File: src/rtl/lsu_stage_if.sv
// System bus port of the load/store stage: request/grant arbitration plus
// address-strobe / ready handshake, all control strobes active-low.
interface lsu_stage_if #(
  parameter int ADDR_W = 32
);
  logic              bus_req_;
  logic              bus_grnt_;
  logic              bus_as_;
  logic              bus_rdy_;
  logic              bus_rw;
  logic [ADDR_W-1:0] bus_addr;
  logic [31:0]       bus_wr_data;
  logic [31:0]       bus_rd_data;
  logic [3:0]        bus_be;

  modport master (
    output bus_req_, bus_as_, bus_rw, bus_addr, bus_wr_data, bus_be,
    input  bus_grnt_, bus_rdy_, bus_rd_data
  );

  modport slave (
    input  bus_req_, bus_as_, bus_rw, bus_addr, bus_wr_data, bus_be,
    output bus_grnt_, bus_rdy_, bus_rd_data
  );
endinterface

File: src/rtl/lsu_stage.sv
// MEM stage: zero-wait scratchpad access, posted bus stores through a small
// store buffer, blocking bus loads, and the MEM/WB pipeline register.
module lsu_stage #(
  parameter int               ADDR_W       = 32,
  parameter int               SB_DEPTH     = 4,
  parameter logic [ADDR_W-1:0] SPM_BASE    = '0,
  parameter int               SPM_AW       = 14,
  parameter logic [2:0]       EXP_MISALIGN = 3'd4
) (
  input  logic              clk,
  input  logic              reset,
  input  logic              stall,
  input  logic              flush,
  output logic              busy,
  input  logic [31:0]       spm_rd_data,
  output logic [ADDR_W-1:0] spm_addr,
  output logic              spm_as_,
  output logic              spm_rw,
  output logic [31:0]       spm_wr_data,
  output logic [3:0]        spm_be,
  lsu_stage_if.master       bus,
  input  logic              ex_en,
  input  logic [3:0]        ex_mem_op,
  input  logic [31:0]       ex_mem_wr_data,
  input  logic [31:0]       ex_out,
  input  logic [31:0]       ex_pc,
  input  logic              ex_br_flag,
  input  logic [1:0]        ex_ctrl_op,
  input  logic [4:0]        ex_dst_addr,
  input  logic              ex_gpr_we_,
  input  logic [2:0]        ex_exp_code,
  output logic [31:0]       fwd_data,
  output logic [31:0]       mem_pc,
  output logic              mem_en,
  output logic              mem_br_flag,
  output logic [1:0]        mem_ctrl_op,
  output logic [4:0]        mem_dst_addr,
  output logic              mem_gpr_we_,
  output logic [2:0]        mem_exp_code,
  output logic [31:0]       mem_out
);
  localparam int PTR_W = $clog2(SB_DEPTH);
  localparam logic [PTR_W:0] SB_FULL = (PTR_W+1)'(SB_DEPTH);

  typedef struct packed {
    logic [ADDR_W-1:0] addr;
    logic [31:0]       data;
    logic [3:0]        be;
  } sb_entry_t;

  typedef enum logic [1:0] {S_IDLE, S_REQ, S_ACCESS, S_WAIT} state_t;

  // ---- decode ----
  logic [ADDR_W-1:0] addr;
  logic is_load, is_store, is_byte, is_half, is_word;
  logic misalign, access, in_spm, bus_st, bus_ld;
  logic [3:0]  acc_be;
  logic [31:0] st_data;

  assign addr     = ex_out[ADDR_W-1:0];
  assign is_load  = ex_mem_op inside {4'd1, 4'd2, 4'd3, 4'd4, 4'd5};
  assign is_store = ex_mem_op inside {4'd6, 4'd7, 4'd8};
  assign is_byte  = ex_mem_op inside {4'd1, 4'd4, 4'd6};
  assign is_half  = ex_mem_op inside {4'd2, 4'd5, 4'd7};
  assign is_word  = ex_mem_op inside {4'd3, 4'd8};
  assign misalign = ex_en & ((is_half & addr[0]) | (is_word & (addr[1:0] != 2'b00)));
  assign access   = ex_en & (is_load | is_store) & ~misalign;
  assign in_spm   = addr[ADDR_W-1:SPM_AW] == SPM_BASE[ADDR_W-1:SPM_AW];
  assign bus_st   = access & ~in_spm & is_store;
  assign bus_ld   = access & ~in_spm & is_load;

  always_comb begin
    acc_be  = 4'b1111;
    st_data = ex_mem_wr_data;
    if (is_byte) begin
      acc_be  = 4'b0001 << addr[1:0];
      st_data = {4{ex_mem_wr_data[7:0]}};
    end else if (is_half) begin
      acc_be  = 4'b0011 << addr[1:0];
      st_data = {2{ex_mem_wr_data[15:0]}};
    end
  end

  assign spm_addr    = addr;
  assign spm_as_     = ~(access & in_spm);
  assign spm_rw      = ~is_store;
  assign spm_wr_data = st_data;
  assign spm_be      = acc_be;

  // ---- load alignment; bus loads read from the hold register ----
  logic        hold_vld;
  logic [31:0] hold_data, rd_word, ld_data;
  logic [7:0]  rd_byte;
  logic [15:0] rd_half;

  always_comb begin
    rd_word = in_spm ? spm_rd_data : hold_data;
    rd_byte = 8'(rd_word >> {addr[1:0], 3'b000});
    rd_half = addr[1] ? rd_word[31:16] : rd_word[15:0];
    case (ex_mem_op)
      4'd1:    ld_data = {{24{rd_byte[7]}}, rd_byte};
      4'd2:    ld_data = {{16{rd_half[15]}}, rd_half};
      4'd4:    ld_data = {24'd0, rd_byte};
      4'd5:    ld_data = {16'd0, rd_half};
      default: ld_data = rd_word;
    endcase
  end

  assign fwd_data = (access & is_load) ? ld_data : ex_out;

  // ---- store buffer ----
  sb_entry_t        sb_mem [SB_DEPTH];
  logic [PTR_W-1:0] wr_ptr, rd_ptr;
  logic [PTR_W:0]   sb_cnt;
  logic             sb_empty, sb_full, push, pop, busy_st, busy_ld;
  state_t           state_q, state_d;
  logic             op_ld_q, ld_drop, start_st, start_ld, ld_pend, done;

  assign sb_empty = sb_cnt == '0;
  assign sb_full  = sb_cnt == SB_FULL;
  assign done     = (state_q == S_WAIT) & ~bus.bus_rdy_;
  assign pop      = done & ~op_ld_q;
  // A pop in the same cycle frees a slot, so a full buffer does not stall then.
  assign busy_st  = bus_st & sb_full & ~pop;
  assign push     = bus_st & ~stall & ~flush & ~busy_st;
  assign busy_ld  = bus_ld & ~hold_vld;
  assign busy     = busy_st | busy_ld;
  assign ld_pend  = bus_ld & ~hold_vld & ~flush;

  always_ff @(posedge clk) begin
    if (push) sb_mem[wr_ptr] <= '{addr: addr, data: st_data, be: acc_be};
  end

  always_ff @(posedge clk) begin
    if (reset) begin
      wr_ptr <= '0;
      rd_ptr <= '0;
      sb_cnt <= '0;
    end else begin
      if (push) wr_ptr <= wr_ptr + 1'b1;
      if (pop)  rd_ptr <= rd_ptr + 1'b1;
      case ({push, pop})
        2'b10:   sb_cnt <= sb_cnt + 1'b1;
        2'b01:   sb_cnt <= sb_cnt - 1'b1;
        default: sb_cnt <= sb_cnt;
      endcase
    end
  end

  // ---- bus FSM ----
  always_ff @(posedge clk) begin
    if (reset) state_q <= S_IDLE;
    else       state_q <= state_d;
  end

  always_comb begin
    state_d  = state_q;
    start_st = 1'b0;
    start_ld = 1'b0;
    case (state_q)
      S_IDLE: begin
        if (!sb_empty) begin
          state_d  = S_REQ;
          start_st = 1'b1;
        end else if (ld_pend) begin
          state_d  = S_REQ;
          start_ld = 1'b1;
        end
      end
      S_REQ: begin
        // An ungranted load is dropped if its instruction is squashed.
        if (op_ld_q && (flush || !bus_ld)) state_d = S_IDLE;
        else if (!bus.bus_grnt_)           state_d = S_ACCESS;
      end
      S_ACCESS: state_d = S_WAIT;
      S_WAIT:   if (!bus.bus_rdy_) state_d = S_IDLE;
      default:  state_d = S_IDLE;
    endcase
  end

  logic [ADDR_W-1:0] txn_addr;
  logic [31:0]       txn_data;
  logic [3:0]        txn_be;
  logic              txn_rw;

  always_ff @(posedge clk) begin
    if (reset) begin
      txn_addr <= '0;
      txn_data <= '0;
      txn_be   <= '0;
      txn_rw   <= 1'b1;
      op_ld_q  <= 1'b0;
      ld_drop  <= 1'b0;
    end else if (start_st) begin
      txn_addr <= sb_mem[rd_ptr].addr;
      txn_data <= sb_mem[rd_ptr].data;
      txn_be   <= sb_mem[rd_ptr].be;
      txn_rw   <= 1'b0;
      op_ld_q  <= 1'b0;
    end else if (start_ld) begin
      txn_addr <= addr;
      txn_data <= '0;
      txn_be   <= acc_be;
      txn_rw   <= 1'b1;
      op_ld_q  <= 1'b1;
      ld_drop  <= 1'b0;
    end else if (flush && op_ld_q && (state_q == S_ACCESS || state_q == S_WAIT)) begin
      ld_drop  <= 1'b1;
    end
  end

  logic txn_on;
  assign txn_on          = (state_q == S_ACCESS) | (state_q == S_WAIT);
  assign bus.bus_req_    = state_q == S_IDLE;
  assign bus.bus_as_     = state_q != S_ACCESS;
  assign bus.bus_addr    = txn_on ? txn_addr : '0;
  assign bus.bus_rw      = txn_on ? txn_rw   : 1'b1;
  assign bus.bus_wr_data = txn_on ? txn_data : '0;
  assign bus.bus_be      = txn_on ? txn_be   : 4'b0000;

  // Granted loads whose instruction was flushed complete on the bus but are discarded.
  always_ff @(posedge clk) begin
    if (reset) begin
      hold_vld  <= 1'b0;
      hold_data <= '0;
    end else if (done && op_ld_q && !ld_drop && !flush) begin
      hold_vld  <= 1'b1;
      hold_data <= bus.bus_rd_data;
    end else if (!stall) begin
      hold_vld  <= 1'b0;
    end
  end

  // ---- MEM/WB register ----
  always_ff @(posedge clk) begin
    if (reset || (flush && !stall)) begin
      mem_pc       <= '0;
      mem_en       <= 1'b0;
      mem_br_flag  <= 1'b0;
      mem_ctrl_op  <= '0;
      mem_dst_addr <= '0;
      mem_gpr_we_  <= 1'b1;
      mem_exp_code <= '0;
      mem_out      <= '0;
    end else if (!stall) begin
      mem_pc       <= ex_pc;
      mem_en       <= ex_en;
      mem_br_flag  <= ex_br_flag;
      mem_ctrl_op  <= ex_ctrl_op;
      mem_dst_addr <= ex_dst_addr;
      mem_gpr_we_  <= misalign ? 1'b1 : ex_gpr_we_;
      mem_exp_code <= misalign ? EXP_MISALIGN : ex_exp_code;
      mem_out      <= misalign ? ex_out : fwd_data;
    end
  end
endmodule

File: src/flat_wrapper.sv
// flat-port wrapper written by rule: the top's interface ports become plain ports
module lsu_stage_flat 
#(
  parameter int               ADDR_W       = 32,
  parameter int               SB_DEPTH     = 4,
  parameter logic [ADDR_W-1:0] SPM_BASE    = '0,
  parameter int               SPM_AW       = 14,
  parameter logic [2:0]       EXP_MISALIGN = 3'd4
)
  (clk, reset, stall, flush, busy, spm_rd_data, spm_addr, spm_as_, spm_rw, spm_wr_data, spm_be, ex_en, ex_mem_op, ex_mem_wr_data, ex_out, ex_pc, ex_br_flag, ex_ctrl_op, ex_dst_addr, ex_gpr_we_, ex_exp_code, fwd_data, mem_pc, mem_en, mem_br_flag, mem_ctrl_op, mem_dst_addr, mem_gpr_we_, mem_exp_code, mem_out, bus_bus_req_, bus_bus_as_, bus_bus_rw, bus_bus_addr, bus_bus_wr_data, bus_bus_be, bus_bus_grnt_, bus_bus_rdy_, bus_bus_rd_data);
  lsu_stage_if #(.ADDR_W(ADDR_W)) bus_i ();
  input  logic clk;
  input  logic reset;
  input  logic stall;
  input  logic flush;
  output logic busy;
  input  logic [31:0] spm_rd_data;
  output logic [ADDR_W-1:0] spm_addr;
  output logic spm_as_;
  output logic spm_rw;
  output logic [31:0] spm_wr_data;
  output logic [3:0] spm_be;
  input  logic ex_en;
  input  logic [3:0] ex_mem_op;
  input  logic [31:0] ex_mem_wr_data;
  input  logic [31:0] ex_out;
  input  logic [31:0] ex_pc;
  input  logic ex_br_flag;
  input  logic [1:0] ex_ctrl_op;
  input  logic [4:0] ex_dst_addr;
  input  logic ex_gpr_we_;
  input  logic [2:0] ex_exp_code;
  output logic [31:0] fwd_data;
  output logic [31:0] mem_pc;
  output logic mem_en;
  output logic mem_br_flag;
  output logic [1:0] mem_ctrl_op;
  output logic [4:0] mem_dst_addr;
  output logic mem_gpr_we_;
  output logic [2:0] mem_exp_code;
  output logic [31:0] mem_out;
  output wire logic [$bits(bus_i.bus_req_)-1:0] bus_bus_req_;
  output wire logic [$bits(bus_i.bus_as_)-1:0] bus_bus_as_;
  output wire logic [$bits(bus_i.bus_rw)-1:0] bus_bus_rw;
  output wire logic [$bits(bus_i.bus_addr)-1:0] bus_bus_addr;
  output wire logic [$bits(bus_i.bus_wr_data)-1:0] bus_bus_wr_data;
  output wire logic [$bits(bus_i.bus_be)-1:0] bus_bus_be;
  input wire logic [$bits(bus_i.bus_grnt_)-1:0] bus_bus_grnt_;
  input wire logic [$bits(bus_i.bus_rdy_)-1:0] bus_bus_rdy_;
  input wire logic [$bits(bus_i.bus_rd_data)-1:0] bus_bus_rd_data;
  assign bus_bus_req_ = bus_i.bus_req_;
  assign bus_bus_as_ = bus_i.bus_as_;
  assign bus_bus_rw = bus_i.bus_rw;
  assign bus_bus_addr = bus_i.bus_addr;
  assign bus_bus_wr_data = bus_i.bus_wr_data;
  assign bus_bus_be = bus_i.bus_be;
  assign bus_i.bus_grnt_ = bus_bus_grnt_;
  assign bus_i.bus_rdy_ = bus_bus_rdy_;
  assign bus_i.bus_rd_data = bus_bus_rd_data;
  lsu_stage #(.ADDR_W(ADDR_W), .SB_DEPTH(SB_DEPTH), .SPM_BASE(SPM_BASE), .SPM_AW(SPM_AW), .EXP_MISALIGN(EXP_MISALIGN)) u_core (.clk(clk), .reset(reset), .stall(stall), .flush(flush), .busy(busy), .spm_rd_data(spm_rd_data), .spm_addr(spm_addr), .spm_as_(spm_as_), .spm_rw(spm_rw), .spm_wr_data(spm_wr_data), .spm_be(spm_be), .bus(bus_i), .ex_en(ex_en), .ex_mem_op(ex_mem_op), .ex_mem_wr_data(ex_mem_wr_data), .ex_out(ex_out), .ex_pc(ex_pc), .ex_br_flag(ex_br_flag), .ex_ctrl_op(ex_ctrl_op), .ex_dst_addr(ex_dst_addr), .ex_gpr_we_(ex_gpr_we_), .ex_exp_code(ex_exp_code), .fwd_data(fwd_data), .mem_pc(mem_pc), .mem_en(mem_en), .mem_br_flag(mem_br_flag), .mem_ctrl_op(mem_ctrl_op), .mem_dst_addr(mem_dst_addr), .mem_gpr_we_(mem_gpr_we_), .mem_exp_code(mem_exp_code), .mem_out(mem_out));
endmodule
File: config.mk
export PLATFORM = sky130hd
export DESIGN_NAME = lsu_stage_flat
export DESIGN_NICKNAME = d
export VERILOG_FILES = /design/src/rtl/lsu_stage_if.sv /design/src/rtl/lsu_stage.sv /design/src/flat_wrapper.sv
export SDC_FILE = /design/constraint.sdc
export NUM_CORES = 1
export LEC_CHECK = 0
export BUFFER_PORTS_ARGS = -buffer_cell sky130_fd_sc_hd__buf_4
export CELL_PAD_IN_SITES_DETAIL_PLACEMENT = 1
export CELL_PAD_IN_SITES_GLOBAL_PLACEMENT = 1
export CORE_MARGIN = 10
export CORE_UTILIZATION = 44
export CTS_CLUSTER_SIZE = 30
export DETAILED_ROUTE_END_ITERATION = 8
export PLACE_DENSITY_LB_ADDON = 0.05
export SETUP_SLACK_MARGIN = 0.02
export SKIP_CTS_REPAIR_TIMING = 1
export SLEW_MARGIN = 20
export SYNTH_ARGS = -nofsm -noshare
export SYNTH_HDL_FRONTEND = slang
export SYNTH_SLANG_ARGS = --single-unit
File: constraint.sdc
create_clock -name clk -period 5.33 [get_ports clk]
set_clock_uncertainty 0.1 [all_clocks]
set_input_delay 1.066 -clock clk [delete_from_list [all_inputs] [get_ports clk]]
set_output_delay 1.066 -clock clk [all_outputs]
set_load 0.02 [all_outputs]
==> reports/summary.txt, run 1 <==
Status = finished clean
CTS H-tree depth = 2
Async SR Flop Fraction = 0%
WL/cell = 28.38 um
P&R area growth vs syn = 26.29%
Initial core utilization = 44.74%
Lkg Pwr = 9.548 nW
DRT iter0 DRCs = 1334
Global Route met2 Usage = 43.24%
Nets = 2237
Post-synth top area share = 39.97%
Fin cells = 2686
# fillers = 4690
Layout cells sized above 1 = 33.17%
CP Launch Type = input pin
Number of buffers and inverters on the critical path = 4
Max-slew violations = 0
Cells after synthesis = 1683
Synth Area per Inst = 12.14 um2
Largest net degree at the start of global routing = 84
Detailed Place HPWL = 53.56 mm
CP endpoint kind = output port
Ant diodes = 0
M1 GR Usage = 33.77%
# DRC = 0
Critical path required time = 4.16 ns
DR vias/cell = 5.870
Post-Syn Nets = 1875
Max-slew headroom = 22.66%
CP Max Fanout = 13
Tmin final = 5.093 ns
Cell taking the most area after synthesis = edfxtp_1
Pwr dens = 329.1 nW/um2
Setup TNS = 0 ns
CTS buffer count = 50
Initial antenna violation count = 1
Placer congestion estimate = 0.9028
Root Driver = clkbuf_16
Max_cap viols = 0
Rows = 78
Peak supply drop = 0.0002568 V
RSZ-0062 raised after global routing = no
Seq/Total Area, Yosys = 58.78%
CP most frequent cell = buf_4
Pre-CTS setup slack = 0.3290 ns
Worst Path Arrival = 3.93 ns
Die height = 235.5 um
Overflow after GRT = 0
HP Class = flop to flop
Tcrit/Tclk final = 95.55%
GR Layer Usage met3 = 6.225%
Highest clock rate = 0.1963 GHz
DRT antenna net count = 0
Cell total after placement = 2593
All-Layer GR Usage = 26.31%
Number of distinct library cells after synthesis = 71
Clock latency at the later pin of the worst-skew pair = 0.61 ns
Reg clk slew, reported paths = 0.05 ns
Routed via count = 15770
Critical path's slowest cell = and2_1
Synthesis Warnings = 0
Vias in the first global route = 16470
Core ar. = 45670 um2
CP Class = input pin to output port
Routed WL = 76.23 mm
Mapped cell area = 20440 um2
Global-route wire length before repair = 111.1 mm
CTS Sinks = 464
Die ar. = 55470 um2
Synth top area cells = edfxtp_1, dfxtp_1, mux4_2, a21oi_1, mux2i_1
Io pins = 434
Flops & latches, synth = 464
CTS Buffer Depth = 3
Most common cell after layout, fill and taps aside = buf_4
DRT Pass-1 Iters = 5
Die width = 235.5 um
Port Buf Inserts = 433
GRT busiest layer = met2
CP peak stage delay = 0.57 ns
Fin worst setup slack = 0.2370 ns
EDFF count, synth = 272
Final setup fails = 0
Final Hold Viols = 0
Delay-heaviest family, CP = simple AND/OR/NAND/NOR gates
Commonest cells after routing, fill and taps aside = buf_4, edfxtp_1, dfxtp_1, nand2_1, a21oi_1
Hold WS = 0.3567 ns
Top FF cell, synth = edfxtp_1
Worst slew pin tran = 1.131 ns
Design area = 25810 um2
Placed instance area = 24050 um2
Crit-path cells = buf_4 -> inv_1 -> ha_1 -> nand2b_1 -> a2111oi_2 -> nor3b_2 -> and2_1 -> o311ai_4 -> buf_8 -> o22a_1 -> buf_4
CTS tree = done
[stage by stage]
step	util (%)	power, W
6_report	56.51	0.008493
5_1_grt	56.51	0.008747
4_1_cts	56.51	0.008546
3_5_place_dp	52.65	0.004863
3_3_place_gp	52.61	0.004845
2_1_floorplan	-	0.004399
[final cells by class]
| type | count | area (um2) | area share, % |
|---|---|---|---|
| multi-input cells | 1028 | 7543 | 29.23 |
| repair buffers | 487 | 3676 | 14.24 |
| inverters | 14 | 52.55 | 0.2036 |
| clock buffers | 67 | 1408 | 5.454 |
| flip-flops and latches | 464 | 12020 | 46.58 |
| clock inverters | 26 | 355.3 | 1.377 |
| well taps | 600 | 750.7 | 2.909 |
[kinds of logic after synthesis]
logic type | after synthesis | synth area share [%]
compound gates | 368 | 11.96
xor+xnor | 5 | 0.2143
fa+ha+maj | 9 | 0.5878
buf+inv | 191 | 4.616
flops | 464 | 58.78
mux | 165 | 12.49
simple gates | 481 | 11.36
[Yosys cell counts, drive strengths merged, types with 26 or more instances]
master    n
edfxtp  272
mux4     69
mux2i    76
dfxtp   192
nor2    100
a21oi   157
a22oi    43
buf      78
nand2   169
o21ai    32
o22a     26
clkbuf   99
and2     73
nand3    74
[flip-flops by register name, summed over array words and instances, names as in the netlist, 3 cells and up, named ones only]
register and cells:
u_core.sb_mem 272, u_core.hold_data 32, u_core.mem_out 32, u_core.mem_pc 32, u_core.txn_addr 32, u_core.txn_data 32, u_core.mem_dst_addr 5, u_core.txn_be 4
u_core.mem_exp_code 3, u_core.sb_cnt 3
[worst min-delay path, cell delays in order, from the launching register on]
cell and delay, ns:
dfxtp_1 0.31, nand2_1 0.05, a21oi_1 0.05
[power breakdown]
group	internal [W]	switching, W
sequential	0.00385	0.0000440
clock	0.00221	0.00149
combinational	0.000340	0.000554
total	0.00640	0.00209
[metal layers]
layer / vias to the layer above / part of all wire (%)
met1: 8041 / 42
met2: 612 / 48
met5: - / 0.020
li1: 6993 / -
met3: 119 / 7.5
met4: 2 / 2.8
[worst paths after layout]
path         cells after the start  slack [ns]                start                   to
max reg2reg                      7        1.47                 flop  u_core.txn_addr[13]
min reg2reg                      2        0.36  u_core.hold_data[5]  u_core.hold_data[5]
min                              2        0.36  u_core.hold_data[5]  u_core.hold_data[5]
max                             11        0.24            ex_out[0]         fwd_data[19]
Note: power is estimated with default switching activity, not from simulation.
==> run 2, diff against run 1 <==
--- a/config.mk
+++ b/config.mk
@@ -9,13 +9,13 @@
 export CELL_PAD_IN_SITES_DETAIL_PLACEMENT = 1
 export CELL_PAD_IN_SITES_GLOBAL_PLACEMENT = 1
 export CORE_MARGIN = 10
-export CORE_UTILIZATION = 44
+export CORE_UTILIZATION = 40
 export CTS_CLUSTER_SIZE = 30
 export DETAILED_ROUTE_END_ITERATION = 8
 export PLACE_DENSITY_LB_ADDON = 0.05
 export SETUP_SLACK_MARGIN = 0.02
 export SKIP_CTS_REPAIR_TIMING = 1
-export SLEW_MARGIN = 20
+export SLEW_MARGIN = 0
 export SYNTH_ARGS = -nofsm -noshare
 export SYNTH_HDL_FRONTEND = slang
 export SYNTH_SLANG_ARGS = --single-unit
==> run 2 against run 1 <==
Compared with the run above: non-clock buffer count is 1 higher; worst setup slack better by 0.071 ns; count of clock-buffer cells in the layout is 7 higher; clock power hardly changed; first-iteration DRC count is 5.4% higher; wire length is 3.3% higher; combinational power is 2% higher; fmax is 1.4% higher; via count is 0.36% higher; final area is 0.46% higher; final cell count is 3.0% higher; highest routed layer unchanged.
==> reports/summary.txt, run 2 (synthesized netlist as in run 1, its figures left out) <==
Final Hold Viols = 0
Routed via count = 15820
Io pins = 434
CTS Buffer Depth = 3
Worst r2r dst = u_core.txn_be[0]
Multi-input gate area = 7555 um2
Max-slew headroom = 23.40%
CTS Sinks = 464
R2R depth = 6
Reg2Reg Setup Slack = 1.64 ns
Fin worst setup slack = 0.3080 ns
Max_cap viols = 0
Reg clk slew, reported paths = 0.06 ns
Final setup fails = 0
Initial core utilization = 40.57%
Sw Ratio = 24.48%
P&R area growth vs syn = 26.87%
WHS Endpoint = u_core.txn_rw
Routed WL = 78.73 mm
Part of the power in combinational logic = 10.8%
Tcrit/Tclk final = 94.22%
Sw Pwr = 0.002076 W
CP Class = input pin to output port
Finished Core Util = 51.47%
CTS tree = done
CP Max Fanout = 9
Die width = 246.0 um
Die ar. = 60530 um2
Initial antenna violation count = 4
Root Driver = clkbuf_16
CP most frequent cell = buf_4
Number of buffers and inverters on the critical path = 4
Core ar. = 50380 um2
Crit. path cell count = 10
Peak supply drop = 0.0002178 V
Highest clock rate = 0.1991 GHz
DRT iter0 DRCs = 1406
DRT Pass-1 Iters = 6
Hold path startpoint = u_core.txn_rw
Rows = 82
Max-slew violations = 0
Cell-internal power = 0.006403 W
Status = finished clean
CP endpoint kind = output port
CP peak stage delay = 0.57 ns
Worst slew pin tran = 1.149 ns
# fillers = 5283
Clock power share = 43.4%
WL/cell = 28.45 um
Layout cells sized above 1 = 33.03%
Worst Path Arrival = 3.86 ns
RSZ-0062 raised after global routing = no
Number of flip-flops in the largest register = 272
Critical path required time = 4.16 ns
Sequential share of power = 45.9%
Global-route wire length before repair = 113.7 mm
CTS H-tree depth = 2
Setup TNS = 0 ns
RR Startpoint = u_core.sb_cnt[2]
Tmin final = 5.022 ns
HP Class = flop to flop
Nets = 2240
Detailed Place HPWL = 54.91 mm
DR vias/cell = 5.719
Pwr dens = 327.0 nW/um2
CP Launch Type = input pin
CTS buffer count = 52
Vias in the first global route = 16550
Overflow after GRT = 0
Clock latency at the later pin of the worst-skew pair = 0.59 ns
Register name with the most flops = u_core.sb_mem
Die height = 246.0 um
Delay-heaviest family, CP = simple AND/OR/NAND/NOR gates
Register Area = 12020 um2
Largest net degree at the start of global routing = 86
All-Layer GR Usage = 25.18%
Most common cell after layout, fill and taps aside = buf_4
Placer congestion estimate = 0.9472
Worst hold path depth = 1
Crit-path cells = buf_4 -> nor4_1 -> buf_4 -> and3_1 -> nand2_2 -> mux4_2 -> a221oi_1 -> buf_4 -> a21oi_1 -> buf_4
Lkg Pwr = 9.571 nW
Commonest cells after routing, fill and taps aside = buf_4, edfxtp_1, dfxtp_1, nand2_1, a21oi_1
DRT antenna net count = 0
# DRC = 0
Critical path's slowest cell = a221oi_1
Pre-CTS setup slack = 0.2427 ns
Port Buf Inserts = 433
==> run 2: worst max-delay path by stage <==
| stage | startpoint | end | slack [ns] |
|---|---|---|---|
| final | ex_out[26] | fwd_data[7] | 0.31 |
| after floorplan | ex_out[1] | fwd_data[1] | 0.27 |
| after global routing | ex_out[26] | fwd_data[7] | 0.19 |
| after detailed placement | ex_out[15] | fwd_data[7] | 0.24 |
| after global placement | ex_out[15] | fwd_data[7] | 0.22 |
| after CTS | ex_out[15] | fwd_data[7] | 0.22 |
==> run 2: layout make-up <==
class | count | share of cell area (%)
antenna | 3 | 0.02896
clock buffer | 74 | 5.811
clock inverter | 24 | 0.9845
inverter | 14 | 0.2027
multi-input combinational | 1028 | 29.14
sequential | 464 | 46.36
tap | 672 | 3.243
timing repair buffer | 488 | 14.23
==> run 2: metal layers <==
layer | up-vias | global-route usage [%] | routed length [um]
li1 | 7012 | - | -
met1 | 8137 | 33.51 | 33920
met2 | 566 | 40.39 | 37400
met3 | 105 | 6.297 | 5615
met4 | 4 | 6.390 | 1763
met5 | - | 0 | 27
==> run 2: power groups by stage <==
stage	clock [W]	combinational, W	sequential, W
2_1_floorplan	0	0.000404	0.00400
3_3_place_gp	0	0.000901	0.00396
3_5_place_dp	0	0.000915	0.00396
4_1_cts	0.00375	0.000918	0.00389
5_1_grt	0.00392	0.000969	0.00389
6_report	0.00368	0.000912	0.00389
==> run 2: per-stage QoR <==
stage | power [W] | area [um2] | cells | hold WS, ns
finish | 0.008479 | 25930 | 2767 | 0.3539
global route | 0.008779 | 25920 | 2765 | 0.3795
CTS | 0.008554 | 25910 | 2764 | 0.3579
detailed placement | 0.004879 | 24150 | 2666 | 0.3440
global placement | 0.004863 | 24150 | 2666 | 0.3358
floorplan | 0.004399 | 20440 | 1683 | 0.3265
==> run 2: worst reg2reg max path: stages, from the launching register on <==
cell       delay [ns]
dfxtp_1          0.35
nor3_1           0.38
nand2_1          0.17
a2111oi_0        0.92
and3_2           1.08
o21ai_0          0.37
a31oi_1          0.24
